===== config.mk =====
export PLATFORM = sky130hd
export DESIGN_NAME = enq_qlist_ctrl_flat
export DESIGN_NICKNAME = d
export VERILOG_FILES = /design/src/rtl/enq_qlist_ctrl_pkg.sv /design/src/rtl/enq_qlist_ctrl_if.sv /design/src/rtl/enq_qlist_ctrl_tbl.sv /design/src/rtl/enq_qlist_ctrl.sv /design/src/flat_wrapper.sv
export SDC_FILE = /design/constraint.sdc
export NUM_CORES = 1
export LEC_CHECK = 0
export CORE_ASPECT_RATIO = 1.2
export CORE_MARGIN = 3
export CORE_UTILIZATION = 63
export DETAILED_ROUTE_END_ITERATION = 8
export DONT_BUFFER_PORTS = 1
export GPL_TIMING_DRIVEN = 0
export PLACE_DENSITY = 0.76
export SLEW_MARGIN = 20
export SYNTH_ARGS = -nofsm -noshare
export SYNTH_HDL_FRONTEND = slang
export SYNTH_HIERARCHICAL = 1
export SYNTH_SLANG_ARGS = --single-unit
export TNS_END_PERCENT = 50

===== constraint.sdc =====
create_clock -name i_clk -period 15.4 [get_ports i_clk]
set_input_delay 2.31 -clock i_clk [delete_from_list [all_inputs] [get_ports i_clk]]
set_output_delay 2.31 -clock i_clk [all_outputs]
set_load 0.05 [all_outputs]

===== src/rtl/enq_qlist_ctrl_pkg.sv =====
// Shared types for the per-queue enqueue linked-list controller.
// Holds the descriptor layout popped from the enqueue FIFO and the FSM state encoding.
package enq_qlist_ctrl_pkg;

  localparam int DESC_QID_NBITS = 4;
  localparam int DESC_PTR_NBITS = 10;

  typedef struct packed {
    logic [DESC_QID_NBITS-1:0] qid;
    logic [DESC_PTR_NBITS-1:0] buf_ptr;
  } enq_pkt_desc_type;

  typedef enum logic [0:0] {
    IDLE = 1'b0,
    EVAL = 1'b1
  } enq_qlist_state_e;

endpackage


===== src/rtl/enq_qlist_ctrl_if.sv =====
// Bundle of descriptor-FIFO, link-memory, head, dequeue-decrement and status signals.
// The slave modport is the controller's view; master is the environment's view.
interface enq_qlist_ctrl_if
  import enq_qlist_ctrl_pkg::*;
#(
  parameter int NUM_Q_NBITS   = 4,
  parameter int BUF_PTR_NBITS = 10
) ();

  logic                         desc_empty;
  enq_pkt_desc_type             desc;
  logic                         desc_rd;
  logic                         link_rdy;
  logic                         link_wr;
  logic [BUF_PTR_NBITS-1:0]     link_waddr;
  logic [BUF_PTR_NBITS-1:0]     link_wdata;
  logic                         head_wr;
  logic [NUM_Q_NBITS-1:0]       head_qid;
  logic [BUF_PTR_NBITS-1:0]     head_wdata;
  logic                         deq_dec;
  logic [NUM_Q_NBITS-1:0]       deq_qid;
  logic                         enq_done;
  logic [NUM_Q_NBITS-1:0]       enq_qid;
  logic                         drop_vld;
  logic [BUF_PTR_NBITS-1:0]     drop_buf_ptr;
  logic [(1<<NUM_Q_NBITS)-1:0]  q_nonempty;
  logic [15:0]                  drop_cnt;

  modport slave (
    input  desc_empty, desc, link_rdy, deq_dec, deq_qid,
    output desc_rd, link_wr, link_waddr, link_wdata, head_wr, head_qid, head_wdata,
           enq_done, enq_qid, drop_vld, drop_buf_ptr, q_nonempty, drop_cnt
  );

  modport master (
    output desc_empty, desc, link_rdy, deq_dec, deq_qid,
    input  desc_rd, link_wr, link_waddr, link_wdata, head_wr, head_qid, head_wdata,
           enq_done, enq_qid, drop_vld, drop_buf_ptr, q_nonempty, drop_cnt
  );

endinterface


===== src/rtl/enq_qlist_ctrl_tbl.sv =====
// Per-queue tail pointer and occupancy tables: one read port, one commit port, one decrement port.
// A commit to the same queue as a decrement wins, since the commit count already folds the decrement in.
module enq_qlist_tbl
  import enq_qlist_ctrl_pkg::*;
#(
  parameter int NUM_Q_NBITS   = 4,
  parameter int BUF_PTR_NBITS = 10,
  parameter int QCNT_NBITS    = 8
) (
  input  logic                        i_clk,
  input  logic                        i_rst_n,
  input  logic [NUM_Q_NBITS-1:0]      i_rd_qid,
  output logic [BUF_PTR_NBITS-1:0]    o_rd_tail,
  output logic [QCNT_NBITS-1:0]       o_rd_cnt,
  input  logic                        i_cmt,
  input  logic [NUM_Q_NBITS-1:0]      i_cmt_qid,
  input  logic [BUF_PTR_NBITS-1:0]    i_cmt_ptr,
  input  logic [QCNT_NBITS-1:0]       i_cmt_cnt,
  input  logic                        i_dec,
  input  logic [NUM_Q_NBITS-1:0]      i_dec_qid,
  output logic [(1<<NUM_Q_NBITS)-1:0] o_q_nonempty
);

  localparam int NUM_Q = 1 << NUM_Q_NBITS;

  logic [BUF_PTR_NBITS-1:0] r_tail [NUM_Q];
  logic [QCNT_NBITS-1:0]    r_cnt  [NUM_Q];
  logic [QCNT_NBITS-1:0]    w_cnt_nxt [NUM_Q];
  logic [NUM_Q-1:0]         r_q_nonempty;

  always_comb begin
    for (int q = 0; q < NUM_Q; q++) begin
      w_cnt_nxt[q] = r_cnt[q];
      if (i_dec && (i_dec_qid == NUM_Q_NBITS'(q)) && (r_cnt[q] != '0))
        w_cnt_nxt[q] = r_cnt[q] - QCNT_NBITS'(1);
      if (i_cmt && (i_cmt_qid == NUM_Q_NBITS'(q)))
        w_cnt_nxt[q] = i_cmt_cnt;
    end
  end

  // Non-empty flags track the next count so they move on the same edge as the table.
  always_ff @(posedge i_clk) begin
    if (!i_rst_n) begin
      for (int q = 0; q < NUM_Q; q++) r_cnt[q] <= '0;
      r_q_nonempty <= '0;
    end else begin
      for (int q = 0; q < NUM_Q; q++) begin
        r_cnt[q]        <= w_cnt_nxt[q];
        r_q_nonempty[q] <= (w_cnt_nxt[q] != '0);
      end
    end
  end

  always_ff @(posedge i_clk) begin
    if (i_cmt) r_tail[i_cmt_qid] <= i_cmt_ptr;
  end

  always_ff @(posedge i_clk) begin
    if (i_rst_n)
      assert (!(i_dec && (r_cnt[i_dec_qid] == '0)))
        else $error("ERROR: deq_dec on empty queue %0d", i_dec_qid);
  end

  assign o_rd_tail    = r_tail[i_rd_qid];
  assign o_rd_cnt     = r_cnt[i_rd_qid];
  assign o_q_nonempty = r_q_nonempty;

endmodule


===== src/rtl/enq_qlist_ctrl.sv =====
// Pops enqueue descriptors and appends each buffer to its queue's linked list, or drops it at the depth limit.
// One descriptor per two cycles; link_rdy low holds the controller in EVAL with all strobes stable.
module enq_qlist_ctrl
  import enq_qlist_ctrl_pkg::*;
#(
  parameter int NUM_Q_NBITS   = 4,
  parameter int BUF_PTR_NBITS = 10,
  parameter int QCNT_NBITS    = 8,
  parameter int Q_MAX         = 255
) (
  input  logic             i_clk,
  input  logic             i_rst_n,
  enq_qlist_ctrl_if.slave  io_qif
);

  localparam logic [QCNT_NBITS-1:0] QMAX_C = QCNT_NBITS'(Q_MAX);

  enq_qlist_state_e          r_state;
  logic [NUM_Q_NBITS-1:0]    r_cur_qid;
  logic [BUF_PTR_NBITS-1:0]  r_cur_ptr;
  logic [15:0]               r_drop_cnt;

  logic                      w_in_eval;
  logic [BUF_PTR_NBITS-1:0]  w_tail;
  logic [QCNT_NBITS-1:0]     w_cnt;
  logic                      w_dec_hit;
  logic [QCNT_NBITS-1:0]     w_eff;
  logic                      w_full;
  logic                      w_first;
  logic                      w_drop;
  logic                      w_commit;
  logic                      w_pop;

  assign w_in_eval = (r_state == EVAL);
  assign w_pop     = (r_state == IDLE) && !io_qif.desc_empty;

  // A decrement landing during EVAL on the same queue frees a slot for this descriptor.
  assign w_dec_hit = io_qif.deq_dec && (io_qif.deq_qid == r_cur_qid) && (w_cnt != '0);
  assign w_eff     = w_cnt - QCNT_NBITS'(w_dec_hit);
  assign w_full    = (w_eff >= QMAX_C);
  assign w_first   = (w_eff == '0);
  assign w_drop    = w_in_eval && w_full;
  assign w_commit  = w_in_eval && !w_full && (w_first || io_qif.link_rdy);

  enq_qlist_tbl #(
    .NUM_Q_NBITS   (NUM_Q_NBITS),
    .BUF_PTR_NBITS (BUF_PTR_NBITS),
    .QCNT_NBITS    (QCNT_NBITS)
  ) u_tbl (
    .i_clk        (i_clk),
    .i_rst_n      (i_rst_n),
    .i_rd_qid     (r_cur_qid),
    .o_rd_tail    (w_tail),
    .o_rd_cnt     (w_cnt),
    .i_cmt        (w_commit),
    .i_cmt_qid    (r_cur_qid),
    .i_cmt_ptr    (r_cur_ptr),
    .i_cmt_cnt    (w_eff + QCNT_NBITS'(1)),
    .i_dec        (io_qif.deq_dec),
    .i_dec_qid    (io_qif.deq_qid),
    .o_q_nonempty (io_qif.q_nonempty)
  );

  always_ff @(posedge i_clk) begin
    if (!i_rst_n) begin
      r_state    <= IDLE;
      r_cur_qid  <= '0;
      r_cur_ptr  <= '0;
      r_drop_cnt <= '0;
    end else begin
      case (r_state)
        IDLE: begin
          if (w_pop) begin
            r_cur_qid <= io_qif.desc.qid;
            r_cur_ptr <= io_qif.desc.buf_ptr;
            r_state   <= EVAL;
          end
        end
        EVAL: begin
          if (w_drop || w_commit) r_state <= IDLE;
          if (w_drop && (r_drop_cnt != 16'hFFFF)) r_drop_cnt <= r_drop_cnt + 16'd1;
        end
        default: r_state <= IDLE;
      endcase
    end
  end

  assign io_qif.desc_rd      = w_pop;
  assign io_qif.link_wr      = w_in_eval && !w_full && !w_first;
  assign io_qif.link_waddr   = w_tail;
  assign io_qif.link_wdata   = r_cur_ptr;
  assign io_qif.head_wr      = w_in_eval && !w_full && w_first;
  assign io_qif.head_qid     = r_cur_qid;
  assign io_qif.head_wdata   = r_cur_ptr;
  assign io_qif.enq_done     = w_commit;
  assign io_qif.enq_qid      = r_cur_qid;
  assign io_qif.drop_vld     = w_drop;
  assign io_qif.drop_buf_ptr = r_cur_ptr;
  assign io_qif.drop_cnt     = r_drop_cnt;

endmodule


===== src/flat_wrapper.sv =====
// flat-port wrapper written by rule: the top's interface ports become plain ports
module enq_qlist_ctrl_flat import enq_qlist_ctrl_pkg::*;
#(
  parameter int NUM_Q_NBITS   = 4,
  parameter int BUF_PTR_NBITS = 10,
  parameter int QCNT_NBITS    = 8,
  parameter int Q_MAX         = 255
)
  (i_clk, i_rst_n, io_qif_desc_empty, io_qif_desc, io_qif_link_rdy, io_qif_deq_dec, io_qif_deq_qid, io_qif_desc_rd, io_qif_link_wr, io_qif_link_waddr, io_qif_link_wdata, io_qif_head_wr, io_qif_head_qid, io_qif_head_wdata, io_qif_enq_done, io_qif_enq_qid, io_qif_drop_vld, io_qif_drop_buf_ptr, io_qif_q_nonempty, io_qif_drop_cnt);
  enq_qlist_ctrl_if #(.NUM_Q_NBITS(NUM_Q_NBITS), .BUF_PTR_NBITS(BUF_PTR_NBITS)) io_qif_i ();
  input  logic i_clk;
  input  logic i_rst_n;
  input wire logic [$bits(io_qif_i.desc_empty)-1:0] io_qif_desc_empty;
  input wire logic [$bits(io_qif_i.desc)-1:0] io_qif_desc;
  input wire logic [$bits(io_qif_i.link_rdy)-1:0] io_qif_link_rdy;
  input wire logic [$bits(io_qif_i.deq_dec)-1:0] io_qif_deq_dec;
  input wire logic [$bits(io_qif_i.deq_qid)-1:0] io_qif_deq_qid;
  output wire logic [$bits(io_qif_i.desc_rd)-1:0] io_qif_desc_rd;
  output wire logic [$bits(io_qif_i.link_wr)-1:0] io_qif_link_wr;
  output wire logic [$bits(io_qif_i.link_waddr)-1:0] io_qif_link_waddr;
  output wire logic [$bits(io_qif_i.link_wdata)-1:0] io_qif_link_wdata;
  output wire logic [$bits(io_qif_i.head_wr)-1:0] io_qif_head_wr;
  output wire logic [$bits(io_qif_i.head_qid)-1:0] io_qif_head_qid;
  output wire logic [$bits(io_qif_i.head_wdata)-1:0] io_qif_head_wdata;
  output wire logic [$bits(io_qif_i.enq_done)-1:0] io_qif_enq_done;
  output wire logic [$bits(io_qif_i.enq_qid)-1:0] io_qif_enq_qid;
  output wire logic [$bits(io_qif_i.drop_vld)-1:0] io_qif_drop_vld;
  output wire logic [$bits(io_qif_i.drop_buf_ptr)-1:0] io_qif_drop_buf_ptr;
  output wire logic [$bits(io_qif_i.q_nonempty)-1:0] io_qif_q_nonempty;
  output wire logic [$bits(io_qif_i.drop_cnt)-1:0] io_qif_drop_cnt;
  assign io_qif_i.desc_empty = io_qif_desc_empty;
  assign io_qif_i.desc = io_qif_desc;
  assign io_qif_i.link_rdy = io_qif_link_rdy;
  assign io_qif_i.deq_dec = io_qif_deq_dec;
  assign io_qif_i.deq_qid = io_qif_deq_qid;
  assign io_qif_desc_rd = io_qif_i.desc_rd;
  assign io_qif_link_wr = io_qif_i.link_wr;
  assign io_qif_link_waddr = io_qif_i.link_waddr;
  assign io_qif_link_wdata = io_qif_i.link_wdata;
  assign io_qif_head_wr = io_qif_i.head_wr;
  assign io_qif_head_qid = io_qif_i.head_qid;
  assign io_qif_head_wdata = io_qif_i.head_wdata;
  assign io_qif_enq_done = io_qif_i.enq_done;
  assign io_qif_enq_qid = io_qif_i.enq_qid;
  assign io_qif_drop_vld = io_qif_i.drop_vld;
  assign io_qif_drop_buf_ptr = io_qif_i.drop_buf_ptr;
  assign io_qif_q_nonempty = io_qif_i.q_nonempty;
  assign io_qif_drop_cnt = io_qif_i.drop_cnt;
  enq_qlist_ctrl #(.NUM_Q_NBITS(NUM_Q_NBITS), .BUF_PTR_NBITS(BUF_PTR_NBITS), .QCNT_NBITS(QCNT_NBITS), .Q_MAX(Q_MAX)) u_core (.i_clk(i_clk), .i_rst_n(i_rst_n), .io_qif(io_qif_i));
endmodule

==> flow_summary.ini <==
[power]
clkPwrFrac_pct = 38.9
p_switching_mw = 0.603
seq_power_share_pct = 47.3
peakVddDrop_uv = 109
switching_share_pct = 28.8
leakagePower_nw = 7.24
power_frac_comb_pct = 13.8
intPower_mw = 1.49
design_power_total_mw = 2.09
cellPowerDensity_mw_per_mm2 = 103

[logic_synthesis]
synth_async_sr_flop_share_pct = 0
synth-edff-count = 160
yosys_most_used_dff = dfxtp_1
synth_area_per_cell_um2 = 10.6
ys_types = 95
synth_largest_area_cell = edfxtp_1
yosys-top-cells-area = edfxtp_1, dfxtp_1, mux4_2, nor2_1, ha_1
synthCells = 1777
ys_ff_latch = 335
yosysWarningCount = 6
netlist_area_mm2 = 0.0188
yosysSeqAreaShare_pct = 44.2
synth_top_area_share_pct = 25.6
syn-num-nets = 1837

[cts]
clk_latency_ns = 0.54
cts_resized = 0
holdBufCountCts = 0
cts_root_buf = clkbuf_16
htreeDepth = 2
path_clk_slew_ns = 0.06
cts_buffers = 35
cts_tree = yes
clk_path_buf_depth = 3
cts_setup_buffers = 0
cts.sinks = 335

[global_route]
grt_pass1_vias = 15000
grt_pass1_wl_um = 93300
gr-total-overflow = 0
grt_max_degree = 21
grt_usage_pct = 38.8
antenna_found_initial = 2

[sta]
slew_headroom_pct = 22.1
min_period_over_period_pct = 64.8
finalSetupViolCount = 0
fin_skew_ns = 0.0122
fmax_mhz = 100
worstMarginPinSlew_ns = 1.17
setup_slack_ns = 5.42
min_period_ns = 9.98
hold_viol = 0
finalMaxSlewViolations = 0
rsz0062_at_grt = false
final.setup.tns_ns = 0

[setup_path]
cp_cell_sequence = clkbuf_1, clkbuf_1, mux4_2, mux4_2, buf_4, nor3_2, a41oi_1, ha_1, inv_1, ha_1, and4bb_2, a32oi_2, or4_4, buf_6, buf_2, nor2_1
cp.buffers_inverters = 6
max_stage_delay_ns = 0.98
cp_top_family = buffers and inverters
worst-setup-path-type = reg2out
start_kind = register
arrival_ns = 7.67
worst_ep_required_time_ns = 13.09
worstSetupStartpoint = u_core/io_qif.enq_qid[1]
crit-reg2reg-launch = u_core/io_qif.enq_qid[1]
cp-end-kind = output pin
critPathMaxFanout = 13
slowest_stage = dfxtp_1

[flow_run]
max_cap_violations = 0

[die]
core_mm2 = 0.0291
rows = 68
die_h_um = 195
dieArea_mm2 = 0.0320
ioPinCount = 108
start_util_pct = 64.6
chipWidth_um = 164

[route]
wirelength_um = 62700
drtPass1Iterations = 7
remaining_drc_errors = 0
vias_per_cell = 7.11
first_iter_violations = 2069
antenna_left = 0
vias = 15800
routedWlPerCell_um = 28.2

[hold_path]
hp-class = reg2reg
worstHoldStart = u_core/r_state

[place]
place.gp.congestion = 1.10
dp.cells = 2162
portBuffers = 0
place_hpwl_um = 43900
dp_slack_ns = 6.04

[layout]
nets = 1875
post-route-util_pct = 70.1
final_common_cell = dfxtp_1
final_cells = 2226
area_growth_pct = 8.42
layout-drive-gt1-share_pct = 14.3
layout_common_cells = dfxtp_1, nor2_1, edfxtp_1, nand2_1, mux4_2

[status]
status = finished clean
Yosys cell counts, types with 39 or more instances:
cell      count
a211oi_1     49
a21oi_1      86
and2_1       39
clkbuf_1     73
dfxtp_1     175
edfxtp_1    160
inv_1        66
mux4_2       89
nand2_1     117
nand3_1      49
nor2_1      163
nor3_1       46
o21ai_0      49
xnor2_1      45
worst paths after layout:
path,depth (start not counted),slack [ns],endpoint
setup / recovery,16,5.42,io_qif_drop_vld
hold / removal,2,0.58,u_core/r_state
setup reg to reg,22,5.85,u_core/u_tbl/o_q_nonempty[5]
hold reg to reg,2,0.58,u_core/r_state
metal layers:
layer / vias up / GRT usage, % / wire, um
met4: 2 / 21.4 / 4510
li1: 6762 / - / -
met2: 1166 / 59.9 / 28100
met3: 324 / 9.46 / 7410
met1: 7573 / 50.5 / 22600
met5: - / 0 / 13
sequential cells by signal, summed over array words and instances, names as in the netlist:
register                    cells
u_core/io_qif.drop_cnt         16
u_core/io_qif.enq_qid           4
u_core/u_tbl/o_q_nonempty      16
u_core/io_qif.drop_buf_ptr     10
u_core/u_tbl/r_cnt            128
u_core/r_state                  1
u_core/u_tbl/r_tail           160
stage by stage:
| stage | hold WS, ns | instance area (um2) |
|---|---|---|
| after floorplan | 0.507 | 18800 |
| after global placement | 0.535 | 19300 |
| after detailed placement | 0.562 | 19300 |
| after CTS | 0.572 | 20400 |
| after global routing | 0.622 | 20400 |
| final | 0.578 | 20400 |
power groups by stage:
stage               Combinational, mW  Sequential (mW)  Clock [mW]
finish                          0.289            0.990       0.814
detailed placement              0.276             1.01           0
CTS                             0.279            0.990       0.823
global placement                0.272             1.01           0
floorplan                       0.194            0.998           0
global route                    0.297            0.992       0.855
cell type report:
| type | count | area (um2) |
|---|---|---|
| Inverter | 72 | 270 |
| Sequential cell | 335 | 8320 |
| Clock buffer | 54 | 1020 |
| Buffer | 140 | 716 |
| Clock inverter | 8 | 57.6 |
| Antenna cell | 1 | 2.50 |
| Multi-Input combinational cell | 1230 | 9510 |
| Tap cell | 385 | 482 |
| Fill cell | 2158 | 8710 |
| Timing Repair Buffer | 1 | 11.3 |
kinds of logic (layout without fill, tap and decap cells):
| kind of cell | count (synthesis) | after routing | share of synthesized area (%) |
|---|---|---|---|
| flip-flops | 335 | 335 | 44.2 |
| AO/OA/AOI/OAI | 324 | 324 | 12.1 |
| buffers and inverters | 212 | 275 | 5.24 |
| AND/OR/NAND/NOR | 658 | 658 | 19.2 |
| XOR/XNOR | 81 | 81 | 3.77 |
| other | 0 | 1 | 0 |
| adder cells (fa/ha/maj) | 37 | 37 | 2.46 |
| multiplexers | 130 | 130 | 13.0 |
worst min-delay path, stage by stage (launching register included):
cell	delay, ns
dfxtp_1	0.33
nand2_1	0.12
o41ai_1	0.08
No activity file was read; power rests on OpenSTA's default activity.
